<file path="config.mk">
export PLATFORM = sky130hd
export DESIGN_NAME = mux16_rr_arbiter
export DESIGN_NICKNAME = d
export VERILOG_FILES = /design/src/rtl/mux16_rr_arbiter.sv
export SDC_FILE = /design/constraint.sdc
export NUM_CORES = 1
export LEC_CHECK = 0
export ABC_CLOCK_PERIOD_IN_PS = 10000
export BUFFER_PORTS_ARGS = -buffer_cell sky130_fd_sc_hd__clkbuf_2
export CORE_ASPECT_RATIO = 0.5
export CORE_MARGIN = 2
export CORE_UTILIZATION = 60
export DETAILED_ROUTE_END_ITERATION = 8
export PLACE_DENSITY = 0.81
export SETUP_SLACK_MARGIN = 0.1
export SLEW_MARGIN = 20
export SYNTH_ARGS = -nofsm -noshare
export SYNTH_HDL_FRONTEND = slang
export SYNTH_SLANG_ARGS = --single-unit
</file>
<file path="constraint.sdc">
create_clock -name CLK -period 10 [get_ports CLK]
set_input_delay 1 -clock CLK [delete_from_list [all_inputs] [get_ports CLK]]
set_output_delay 1 -clock CLK [all_outputs]
set_load 0.02 [all_outputs]
</file>
<file path="src/rtl/mux16_rr_arbiter.sv">
`default_nettype none
// ============================================================================
// Module   : mux16_rr_arbiter
// Purpose  : Round-robin arbiter driving the select pins of a shared MUX16,
//            with optional per-grant hold limit.
// Revision : 1.0  initial release
// ============================================================================
module mux16_rr_arbiter #(
   parameter int HOLD_MAX = 0
) (
   input  logic        CLK,
   input  logic        RESETN,
   input  logic [15:0] REQ,
   output logic [15:0] GNT,
   output logic [3:0]  SEL,
   output logic        GNT_VLD
);

   typedef enum logic [0:0] {
      IDLE  = 1'b0,
      OWNED = 1'b1
   } state_t;

   localparam logic [7:0] c_HOLD_MAX = 8'(HOLD_MAX);

   state_t      state_q;
   logic [15:0] gnt_q;
   logic [3:0]  sel_q;
   logic [3:0]  ptr_q;
   logic [7:0]  hcnt_q;

   logic [3:0]  w_start;
   logic [15:0] w_mask;
   logic        w_found;
   logic [3:0]  w_win;
   logic        w_own;
   logic        w_limit;

   // While owned, the search starts just past the owner and never re-picks it.
   assign w_start = (state_q == OWNED) ? (sel_q + 4'd1) : ptr_q;
   assign w_mask  = (state_q == OWNED) ? (REQ & ~(16'd1 << sel_q)) : REQ;
   assign w_own   = REQ[sel_q];
   assign w_limit = (c_HOLD_MAX != 8'd0) && (hcnt_q >= c_HOLD_MAX);

   always_comb begin
      w_found = 1'b0;
      w_win   = w_start;
      // Descending scan: the smallest wrapped offset from w_start wins last.
      for (int i = 15; i >= 0; i--) begin
         if (w_mask[w_start + 4'(i)]) begin
            w_found = 1'b1;
            w_win   = w_start + 4'(i);
         end
      end
   end

   always_ff @(posedge CLK) begin
      if (!RESETN) begin
         state_q <= IDLE;
         gnt_q   <= '0;
         sel_q   <= '0;
         ptr_q   <= '0;
         hcnt_q  <= '0;
      end else begin
         case (state_q)
            IDLE: begin
               if (w_found) begin
                  state_q <= OWNED;
                  gnt_q   <= 16'd1 << w_win;
                  sel_q   <= w_win;
                  hcnt_q  <= 8'd1;
               end
            end
            OWNED: begin
               if (!w_own || (w_limit && w_found)) begin
                  ptr_q <= sel_q + 4'd1;
                  if (w_found) begin
                     gnt_q  <= 16'd1 << w_win;
                     sel_q  <= w_win;
                     hcnt_q <= 8'd1;
                  end else begin
                     state_q <= IDLE;
                     gnt_q   <= '0;
                  end
               end else if (w_limit) begin
                  hcnt_q <= 8'd1;
               end else if (hcnt_q != 8'hFF) begin
                  hcnt_q <= hcnt_q + 8'd1;
               end
            end
            default: begin
               state_q <= IDLE;
               gnt_q   <= '0;
            end
         endcase
      end
   end

   assign GNT     = gnt_q;
   assign SEL     = sel_q;
   assign GNT_VLD = (state_q == OWNED);

endmodule
`default_nettype wire
</file>
After elaboration in Yosys (flattened, before gate mapping)
Cells that the tools add are included. W data, S select, Z words.

Register bits after elaboration: 25. Bits in latches: 0. RAM bits: 0. Bits in read-only memories: 0. Input port bits: 18. Output and inout bits: 21. Word-level logic and storage cells: 125. Memories kept: 0.

$add $sub $neg: 16. $mul: 0. Divide/modulo/power cells: 0. Order comparisons: 17. Equality and inequality tests: 2. Shift-type cells: 2. Mux-type cells: 78. Bitwise operators: 4. Reduce and logical (&&, ||, !) cells: 2.

Operators by type and width (number): $lt A4 B5 Y1 const B (17); $mux W4 (19); $bmux W1 S4 (17); $mux W16 (4); $mux W1 (35); $add A4 B4 Y4 const B (8); $pmux W16 S2 (1); $shl A1 B4 Y16 const A (2); $add A4 B3 Y4 const B (4); $and A16 B16 Y16 (1); $not A16 Y16 (1); $add A4 B1 Y4 const B (2); $add A4 B2 Y4 const B (2); $pmux W4 S2 (1); $ne A2 B2 Y1 const B (2); $reduce_and A2 Y1 (2); $not A1 Y1 (2); $pmux W1 S2 (1).

Logic depth before layout (Yosys ltp)
Gate-level depths: netlist (run 1).

Depth in word-level cells: 26. Depth in mapped cells: 20. Gate-level depth less buffers: 15.

Worst setup path before layout (run 1)
Ideal clock, no wire load.

Path kind: flip-flop to flip-flop. From: reg sel_q[0], in the netlist SEL[0]. To: reg gnt_q[10], in the netlist GNT[10]. Setup time: 0.117 ns. Data arrival time: 4.742 ns. Required time: 9.883 ns. Slack: 5.141 ns. Stages on the path, launching flop included: 18. Path through: dfxtp_1 buf_4 inv_1 ha_1 mux2i_4 clkbuf_1 ha_1 buf_1 clkinv_1 a2111oi_0 nor4b_2 mux4_2 nand3_4 nand4_1 a221oi_2 nor4b_2 a311o_2 a32o_1.

Longest elaborated chain between the ends: 26. Elaborated cells on any way between the ends: 95. Those cells by class: add/sub: 16; eq/ne: 2; shift: 2; mux: 72; bitwise: 2; reduce/logical: 1.

RTL lines: start, declared (line 28) `logic [3:0] sel_q;`; start signal, assigned (line 70) `sel_q <= w_win;`; start signal, assigned (line 79) `sel_q <= w_win;`; branches (longest 26 deep; another with $add A4 B1 Y4); end signal, assigned (line 69) `gnt_q <= 16'd1 << w_win;`; end signal, assigned (line 78) `gnt_q <= 16'd1 << w_win;`; end, declared (line 27) `logic [15:0] gnt_q;`.

Parallel ways; which one is timed is not known. The select of a mux whose other input is x is not followed. A chain may end at the register's enable or synchronous reset.

Worst setup path in the final report (run 1)
From: reg sel_q[0], in the netlist SEL[0]. To: reg gnt_q[3], in the netlist GNT[3].

Same word-level chain as after synthesis.

==> metrics.md, run 1 <==
| Metric | Value |
|---|---|
| Crit end category | flop |
| Drt wl/cell | 22.8 um |
| Post-cts sizing count | 0 |
| Hold Path Class | flop to flop |
| Row count | 20 |
| Post-synth EDFFs | 0 |
| CTS tree | done |
| Slowest CP cell | dfxtp_1 |
| I/O pin total | 39 |
| Largest stage delay, worst path | between 0.7 and 0.8 ns |
| Setup bufs post-CTS | 0 |
| Netlist cell types | 81 |
| Synth async-reset ratio | 0% |
| Number of buffers and inverters on the critical path | 2 |
| # diodes | 0 |
| Port-buffer cells | 38 |
| ANT nets after route | 0 |
| Met2 Resource Use GR | 53.7% |
| Yosys warnings | 0 |
| Worst-Margin Slew | 0.790 ns |
| Chip height | slightly above 60 um |
| Setup Crit Path Kind | flop to flop |
| 1st-iter DRT viols | 538 |
| # DRC | 0 |
| Setup Viol. Count Final | 0 |
| Vias in the first global route | 3545 |
| GPL Wtd Cong | about 1.0 |
| DP HPWL | 10000 um |
| Clock transition at path regs | 0.06 ns |
| Final core occ | between 60% and 70% |
| Placed Area | around 0.0041 mm^2 |
| Gr usage total | 35.3% |
| Cells after Synth | 461 |
| RSZ-0062 raised after global routing | no |
| Final WL | 12900 um |
| Post-Synthesis Net Count | between 400 and 500 |
| Final hold violation count | 0 |
| Largest net degree at the start of global routing | 30 |
| Outcome | finished, final reports clean |
| Initial core utilization | between 60% and 70% |
| Final min period | 6.12 ns |
| DRT Pass-1 Iters | 5 |
| Filler instances | 540 |
| H-tree depth reported by CTS | 1 |
| Max-Cap Viols | 0 |
| First-pass GRT wire length | 19600 um |
| Critical path peak fanout | 22 |
| Root Buffer | clkbuf_16 |
| Vias | 4120 |
| Main synth FF type | dfxtp_1 |
| Nets@finish | 511 |
| Tcrit/Tclk final | 61.2% |
| Fin. max-slew vios | 0 |
| Setup TNS | 0 ns |
| Post-route cell area | roughly 0.0042 mm^2 |
| Critical Path RT | 10.20 ns |
| Worst path most repeated cell | ha_1 |
| Worst path cell trace | inv_1, ha_1, mux2i_4, ha_1, clkinv_1, a2111oi_0, nor4b_2, mux2i_1, a211oi_1, a2111o_1, o311ai_1, nor3b_1, a21boi_1, a32o_1 |
| Relative slew slack | 46.5% |
| Num CTS Buffers | 3 |
| Clock buffer depth | 2 |
| Setup WS pre-CTS | ~4.1 ns |
| Grt ovf | 0 |
| Die area | 0.00730 mm^2 |
| Worst Setup Start Kind | flop |
| FF+latch count, synth | 25 |
| Hold-fix buffers, CTS | 0 |
| Grt met1 use | 52.9% |
| Met3 Use GR | 5.09% |
| Clk sinks | 25 |
| Final setup margin | 3.88 ns |
| Gr busiest metal | met2 |
| Clock Skews | 0.00320 ns |
| Sequential area share after synthesis | approximately an eighth |
| Mapped Area | 0.00396 mm^2 |
| Die width | about 120 um |
| Core ar. | 0.00621 mm^2 |
| Highest Clock Rate | 163 MHz |
| Area grow syn2layout | 6.42% |
| Mean post-synth cell area | 8.58 um^2 |
| Share of layout cells above drive strength 1 | between 20% and 30% |
| Clk_lat worst skew | 0.26 ns |
| Initial antenna violation count | 0 |
| Crit path DAT | 6.32 ns |
| Worst path top cell family by delay | compound AO/OA/AOI/OAI gates |
| Via density | 7.27 |
==> routing by layer <==
metal	wire (um)	vias to the layer above	share of wire, %
met3	1520	39	12
met1	5830	1944	45
met4	320	0	2.5
met2	5250	295	41
met5	0	-	0
li1	-	1842	-
==> worst min-delay path: cells and delay by family (launching register included) <==
family	cells	cell delay, ns
simple gates	1	0.05
flops	1	0.31
compound gates	1	0.05
==> state kept, by name, indices dropped and copies added, names as in the netlist <==
register and flops:
GNT 16, SEL 4, ptr_q 4, GNT_VLD 1
==> layout make-up <==
type / count / area, um^2 / share of cell area, %
Clock buffer: 3 / 75.1 / 1.78
Inverter: 14 / 52.6 / 1.25
Timing Repair Buffer: 40 / 205 / 4.87
Clock inverter: 1 / 7.51 / 0.178
Multi-Input combinational cell: 396 / 3260 / 77.4
Sequential cell: 25 / 500 / 11.9
Tap cell: 88 / 110 / 2.62
==> cell usage after synthesis (10+ instances only) <==
cell	instances	area (um^2)
a21oi_1	19	95.1
buf_2	10	50.1
dfxtp_1	25	500
ha_1	13	163
mux2_2	14	158
mux2i_1	37	370
mux4_2	20	450
nand2_1	44	165
nand3_1	17	85.1
nor2_1	29	109
o21ai_0	29	145
==> path summary, 6_finish.rpt <==
kind	from	slack, ns	cells past startpoint	endpoint
worst max register to register	SEL[0]$_SDFFE_PN0P_	3.88	14	GNT[3]$_SDFFE_PN0P_
worst max-delay path	SEL[0]$_SDFFE_PN0P_	3.88	14	GNT[3]$_SDFFE_PN0P_
worst min register to register	GNT[13]$_SDFFE_PN0P_	0.46	2	GNT[13]$_SDFFE_PN0P_
worst min-delay path	GNT[13]$_SDFFE_PN0P_	0.46	2	GNT[13]$_SDFFE_PN0P_
==> cells by family after synthesis <==
logic type | count (synthesis) | share of synthesized area, %
compound gates | 145 | 26.9
xor+xnor | 14 | 4.33
fa+ha+maj | 13 | 4.11
buf+inv | 40 | 4.97
flops | 25 | 12.7
mux | 73 | 25.7
simple gates | 151 | 21.4
==> cell usage in the layout, fill, tap and decap left out, types with 6 or more instances in the layout <==
cell	count
clkbuf_2	38
inv_1	9
nand3_1	17
o21ai_0	29
a21oi_1	19
a31oi_1	6
mux4_2	20
mux2i_1	37
xnor2_1	9
and2_1	7
ha_1	13
mux2_2	14
o22a_1	6
nand2b_1	8
a32o_1	9
dfxtp_1	25
o211ai_1	7
nor2_1	29
o31ai_1	9
nand2_1	44
o22ai_1	8
==> metrics by stage <==
| stage | std cells | hold WS (ns) |
|---|---|---|
| CTS | 567 | 0.457 |
| finish | 567 | 0.456 |
| global placement | 563 | 0.435 |
| global route | 567 | 0.477 |
| detailed placement | 563 | 0.444 |
| floorplan | 461 | 0.455 |
Power of run 1 is left out: the tool's default activity adds up to more than one toggle a clock period on the data nets, which glitch-free logic cannot reach.
==> run 2: changes to the inputs <==
- ABC_CLOCK_PERIOD_IN_PS: 10000 -> 6200
- clock period: 10 -> 6.2 ns (I/O delays scaled with it)
==> run 2 against run 1 <==
Clock skew increased by 0.0014 ns. Fmax increased by 9.1%. Setup slack got worse by 3.3 ns. Register-to-register slack got worse by 3.3 ns. Final cell count increased by 0.53%.
==> metrics.md, run 2 (synthesis results as in run 1) <==
| Metric | Value |
|---|---|
| Flop-to-flop setup slack | 0.59 ns (-3.29 ns) |
| Worst Setup Start Kind | flop |
| Via density | 7.06 (-2.8%) |
| Setup TNS | 0 ns (unchanged) |
| Setup bufs post-CTS | 0 (unchanged) |
| Relative slew slack | 44.7% (-1.8 points) |
| Reg2reg end | GNT[5]$_SDFFE_PN0P_ |
| Root Buffer | clkbuf_16 |
| Worst hold path startpoint | GNT[12]$_SDFFE_PN0P_ |
| Slowest CP cell | dfxtp_1 |
| Tcrit/Tclk final | 90.5% (+29 points) |
| Initial core utilization | 63.7% (unchanged) |
| Clock transition at path regs | 0.06 ns (about the same) |
| Final hold violation count | 0 (unchanged) |
| Most common cell after layout, fill and taps aside | nand2_1 |
| Initial antenna violation count | 0 (unchanged) |
| Chip height | 61.4 um (unchanged) |
| Final core occ | 68.2% (+0.36 points) |
| Critical path launch point | SEL[1]$_SDFFE_PN0P_ |
| WHS Endpoint | GNT[12]$_SDFFE_PN0P_ |
| Hold Path Class | flop to flop |
| Final WL | 12400 um (-3.7%) |
| Setup Viol. Count Final | 0 (unchanged) |
| H-tree depth reported by CTS | 1 (unchanged) |
| R2R cell count | 15 (+1) |
| First-pass GRT wire length | 19400 um (-1.3%) |
| Worst path cell trace | inv_1, ha_1, mux2i_4, ha_1, clkinv_1, o2111ai_1, nor4b_2, mux2i_1, mux2i_1, nand4_1, nand4b_4, o41ai_4, and3_1, nand2_1, o31ai_1 |
| Setup Crit Path Kind | flop to flop |
| Max-Cap Viols | 0 (unchanged) |
| Final min period | 5.61 ns (-0.508 ns) |
| Nets@finish | 514 (+0.59%) |
| Vias in the first global route | 3640 (+2.7%) |
| Finished Layout Cells | 570 (+0.53%) |
| ANT nets after route | 0 (unchanged) |
| Row count | 20 (unchanged) |
| Clk sinks | 25 (unchanged) |
| Commonest non-fill, non-tap cells in the layout | nand2_1, clkbuf_2, mux2i_1 |
| Gr usage total | 34.7% (-0.62 points) |
| Vias | 4024 (-2.3%) |
| Die width | 119 um (unchanged) |
| GPL Wtd Cong | 1.04 (+0.14%) |
| Critical path peak fanout | 22 (unchanged) |
| Drt wl/cell | 21.8 um (-4.2%) |
| Port-buffer cells | 38 (unchanged) |
| Reg-to-reg startpoint | SEL[1]$_SDFFE_PN0P_ |
| Largest stage delay, worst path | 0.60 ns (-0.11 ns) |
| Area grow syn2layout | 6.99% |
| DP HPWL | 9700 um (-3.3%) |
| # diodes | 0 (unchanged) |
| Clock Skews | 0.00456 ns (+0.00136 ns) |
| 1st-iter DRT viols | 507 (-5.8%) |
| Crit path DAT | 5.78 ns (-0.54 ns) |
| Post-cts sizing count | 0 (unchanged) |
| Critical Path RT | 6.37 ns (-3.83 ns) |
| Crit end category | flop |
| Largest net degree at the start of global routing | 23 (-23%) |
| Placed Instances | 566 (+0.53%) |
| Share of layout cells above drive strength 1 | 23.7% (+0.48 points) |
| Highest Clock Rate | 178 MHz (+9.1%) |
| Grt ovf | 0 (unchanged) |
| Clk_lat worst skew | 0.26 ns (about the same) |
| Filler instances | 544 (+0.74%) |
| Hold path depth | 2 (unchanged) |
| Number of flip-flops in the largest register | 16 (unchanged) |
| Core ar. | 0.00621 mm^2 (unchanged) |
| DRT Pass-1 Iters | 8 (+3) |
| Worst-Margin Slew | 0.817 ns (+0.0267 ns) |
| Fin. max-slew vios | 0 (unchanged) |
| Hold-fix buffers, CTS | 0 (unchanged) |
| Die area | 0.00730 mm^2 (unchanged) |
| # DRC | 0 (unchanged) |
| Outcome | finished, final reports clean |
| I/O pin total | 39 (unchanged) |
| Clock buffer depth | 2 (unchanged) |
| CTS tree | done |
| RSZ-0062 raised after global routing | no |
| Num CTS Buffers | 3 (unchanged) |
## run 2: cell types whose count changed in the layout (fill, tap and decap cells not counted), sizes merged
cell  change
buf       +3
## run 2: worst max path at each step
stage | end
finish | GNT[5]$_SDFFE_PN0P_
global route | GNT[0]$_SDFFE_PN0P_
CTS | GNT[5]$_SDFFE_PN0P_
detailed placement | GNT[5]$_SDFFE_PN0P_
global placement | GNT[5]$_SDFFE_PN0P_
floorplan | GNT[10]$_SDFFE_PN0P_
## run 2: area by class of cell
type                            count  area [um^2]  share of cell area (%)
Inverter                           14         52.6                    1.24
Clock buffer                        3         75.1                    1.77
Sequential cell                    25          500                    11.8
Tap cell                           88          110                    2.60
Timing Repair Buffer               43          228                    5.38
Multi-Input combinational cell    396         3260                    77.0
Clock inverter                      1         7.51                   0.177
## run 2: worst max-delay path, delay by kind of cell, from the launching register on
| family | cells | cell delay [ns] |
|---|---|---|
| AO/OA/AOI/OAI | 3 | 0.71 |
| adder cells (fa/ha/maj) | 2 | 0.75 |
| buffers and inverters | 2 | 0.42 |
| flip-flops | 1 | 0.60 |
| multiplexers | 3 | 1.31 |
| AND/OR/NAND/NOR | 5 | 1.70 |
## run 2: routing by layer
metal	track usage, %	up-vias	part of all wire [%]
met2	53.5	255	41
met3	9.81	26	14
li1	-	1848	-
met1	48.9	1895	44
met5	0	-	0
met4	8.50	0	1.4
## run 2: through the flow
stage | worst slack (ns) | hold WS [ns] | instance area [um^2]
finish | 0.591 | 0.453 | 4230
global route | 0.122 | 0.476 | 4230
CTS | 0.718 | 0.457 | 4230
detailed placement | 0.748 | 0.443 | 4150
global placement | 0.848 | 0.436 | 4150
floorplan | 1.34 | 0.455 | 3960
Power of run 2 is left out for the same reason.
==> run 3: changes to the inputs <==
- BUFFER_PORTS_ARGS: -buffer_cell sky130_fd_sc_hd__clkbuf_2 -> default
- DONT_BUFFER_PORTS: default -> 1
- PLACE_DENSITY: 0.81 -> 0.76
==> run 3 against run 2 <==
Critical path depth did not move. Final cell count down 6.5%. Sequential share of layout area is 0.53 points higher. Fmax increased by 4.8%. Clock-buffer cell count unchanged.
==> metrics.md, run 3 (synthesis results as in run 1) <==
| Metric | Value |
|---|---|
| Hold-fix buffers, CTS | 0 (unchanged) |
| Clock transition at path regs | 0.06 ns (about the same) |
| Chip height | 61.4 um (unchanged) |
| Crit path DAT | 5.52 ns (-0.26 ns) |
| Top sig layer | met4 |
| Clock buffer depth | 2 (unchanged) |
| Critical path peak fanout | 16 (-27%) |
| Setup Crit Path Kind | flop to flop |
| Relative slew slack | 47.6% (+2.9 points) |
| CTS tree | done |
| # diodes | 0 (unchanged) |
| Die area | 0.00730 mm^2 (unchanged) |
| Vias in the first global route | 3687 (+1.3%) |
| Clock Skews | 0.00527 ns (+0.000706 ns) |
| I/O pin total | 39 (unchanged) |
| Core ar. | 0.00621 mm^2 (unchanged) |
| Grt ovf | 0 (unchanged) |
| Outcome | finished, final reports clean |
| Post-cts sizing count | 0 (unchanged) |
| DRT Pass-1 Iters | 5 (-3) |
| 1st-iter DRT viols | 715 (+41%) |
| Final core occ | 65.3% (-2.9 points) |
| # DRC | 0 (unchanged) |
| Area grow syn2layout | 2.37% |
| Critical path launch point | SEL[1]$_SDFFE_PN0P_ |
| Die width | 119 um (unchanged) |
| Hold path depth | 2 (unchanged) |
| Share of layout cells above drive strength 1 | 17.3% (-6.3 points) |
| DP HPWL | 10400 um (+7.5%) |
| Setup bufs post-CTS | 0 (unchanged) |
| Final min period | 5.35 ns (-0.254 ns) |
| Crit end category | flop |
| Met3 routed WL | 2280 um (+34%) |
| Initial antenna violation count | 0 (unchanged) |
| Hold Path Class | flop to flop |
| Highest Clock Rate | 187 MHz (+4.8%) |
| Reg2reg end | GNT[4]$_SDFFE_PN0P_ |
| Most common cell after layout, fill and taps aside | nand2_1 |
| H-tree depth reported by CTS | 1 (unchanged) |
| Setup TNS | 0 ns (unchanged) |
| Port-buffer cells | 0 (-100%) |
| Nets@finish | 477 (-7.2%) |
| Row count | 20 (unchanged) |
| Setup WS pre-CTS | 0.977 ns (+0.230 ns) |
| WHS Endpoint | ptr_q[2]$_SDFFE_PN0P_ |
| Critical Path RT | 6.37 ns (about the same) |
| Flop-to-flop setup slack | 0.85 ns (+0.25 ns) |
| GPL Wtd Cong | 1.10 (+6.3%) |
| Via density | 7.60 (+7.6%) |
| Setup Viol. Count Final | 0 (unchanged) |
| Final WL | 13400 um (+7.7%) |
| R2R cell count | 15 (unchanged) |
| Reg-to-reg startpoint | SEL[1]$_SDFFE_PN0P_ |
| Worst hold path startpoint | ptr_q[2]$_SDFFE_PN0P_ |
| Root Buffer | clkbuf_16 |
| Final hold violation count | 0 (unchanged) |
| Tcrit/Tclk final | 86.4% (-4.1 points) |
| Clk sinks | 25 (unchanged) |
| Initial core utilization | 63.7% (unchanged) |
| First-pass GRT wire length | 20400 um (+5.2%) |
| Number of flip-flops in the largest register | 16 (unchanged) |
| Vias | 4050 (+0.65%) |
| Max-Cap Viols | 0 (unchanged) |
| Largest net degree at the start of global routing | 22 (-4.3%) |
| Worst Setup Start Kind | flop |
| Met2 Wirelength | 5230 um (+2.4%) |
| RSZ-0062 raised after global routing | no |
| M1 WL | 5540 um (+1.5%) |
| Commonest non-fill, non-tap cells in the layout | nand2_1, mux2i_1, nor2_1, o21ai_0, dfxtp_1 |
| Fin. max-slew vios | 0 (unchanged) |
| ANT nets after route | 0 (unchanged) |
| Gr usage total | 37.0% (+2.3 points) |
| Worst-Margin Slew | 0.786 ns (-0.0307 ns) |
| Final setup margin | 0.846 ns (+0.254 ns) |
| Num CTS Buffers | 3 (unchanged) |
| Drt wl/cell | 25.1 um (+15%) |
| Clk_lat worst skew | 0.26 ns (about the same) |
| WHS | 0.511 ns (+0.0584 ns) |
[run 3: changes by cell type in the layout (fill, tap and decap cells not counted), sizes merged]
cell and delta:
buf +1, clkbuf -38
[run 3: cell type report]
type                    count  area (um^2)
fillers                   519         2160
inverters                  14         52.6
clock inverters             1         7.51
multi-input cells         396         3260
flip-flops and latches     25          500
clock buffers               3         75.1
well taps                  88          110
repair buffers              6         45.0
[run 3: layer usage]
layer / up-vias / GRT usage, %
met4: 0 / 8.16
li1: 1771 / -
met1: 1872 / 52.6
met2: 356 / 55.7
met3: 51 / 11.8
met5: - / 0
[run 3: how the worst max path moves through the flow]
stage                     depth (start not counted)              endpoint  slack, ns
after floorplan                                  17  GNT[10]$_SDFFE_PN0P_       1.34
after global placement                           15  GNT[15]$_SDFFE_PN0P_       1.25
after detailed placement                         15  GNT[13]$_SDFFE_PN0P_       0.98
after CTS                                        15   GNT[4]$_SDFFE_PN0P_       0.95
after global routing                             15   GNT[4]$_SDFFE_PN0P_       0.42
final                                            15   GNT[4]$_SDFFE_PN0P_       0.85
[run 3: per-stage QoR]
step | std cells | area, um^2
after floorplan | 461 | 3960
after global placement | 529 | 3970
after detailed placement | 529 | 3970
after CTS | 533 | 4050
after global routing | 533 | 4050
final | 533 | 4050
[run 3: critical path, stage by stage (launching register included)]
cell and delay (ns):
dfxtp_1 0.77, inv_1 0.15, ha_1 0.36, mux2i_4 0.27
ha_1 0.31, clkinv_1 0.20, a2111oi_0 0.13, nor4b_2 0.58
mux2i_1 0.22, mux2i_1 0.52, nand4_1 0.25, nand4b_4 0.27
o41ai_4 0.42, and3_1 0.58, nand2_1 0.14, o31ai_1 0.09
Power of run 3 is left out for the same reason.
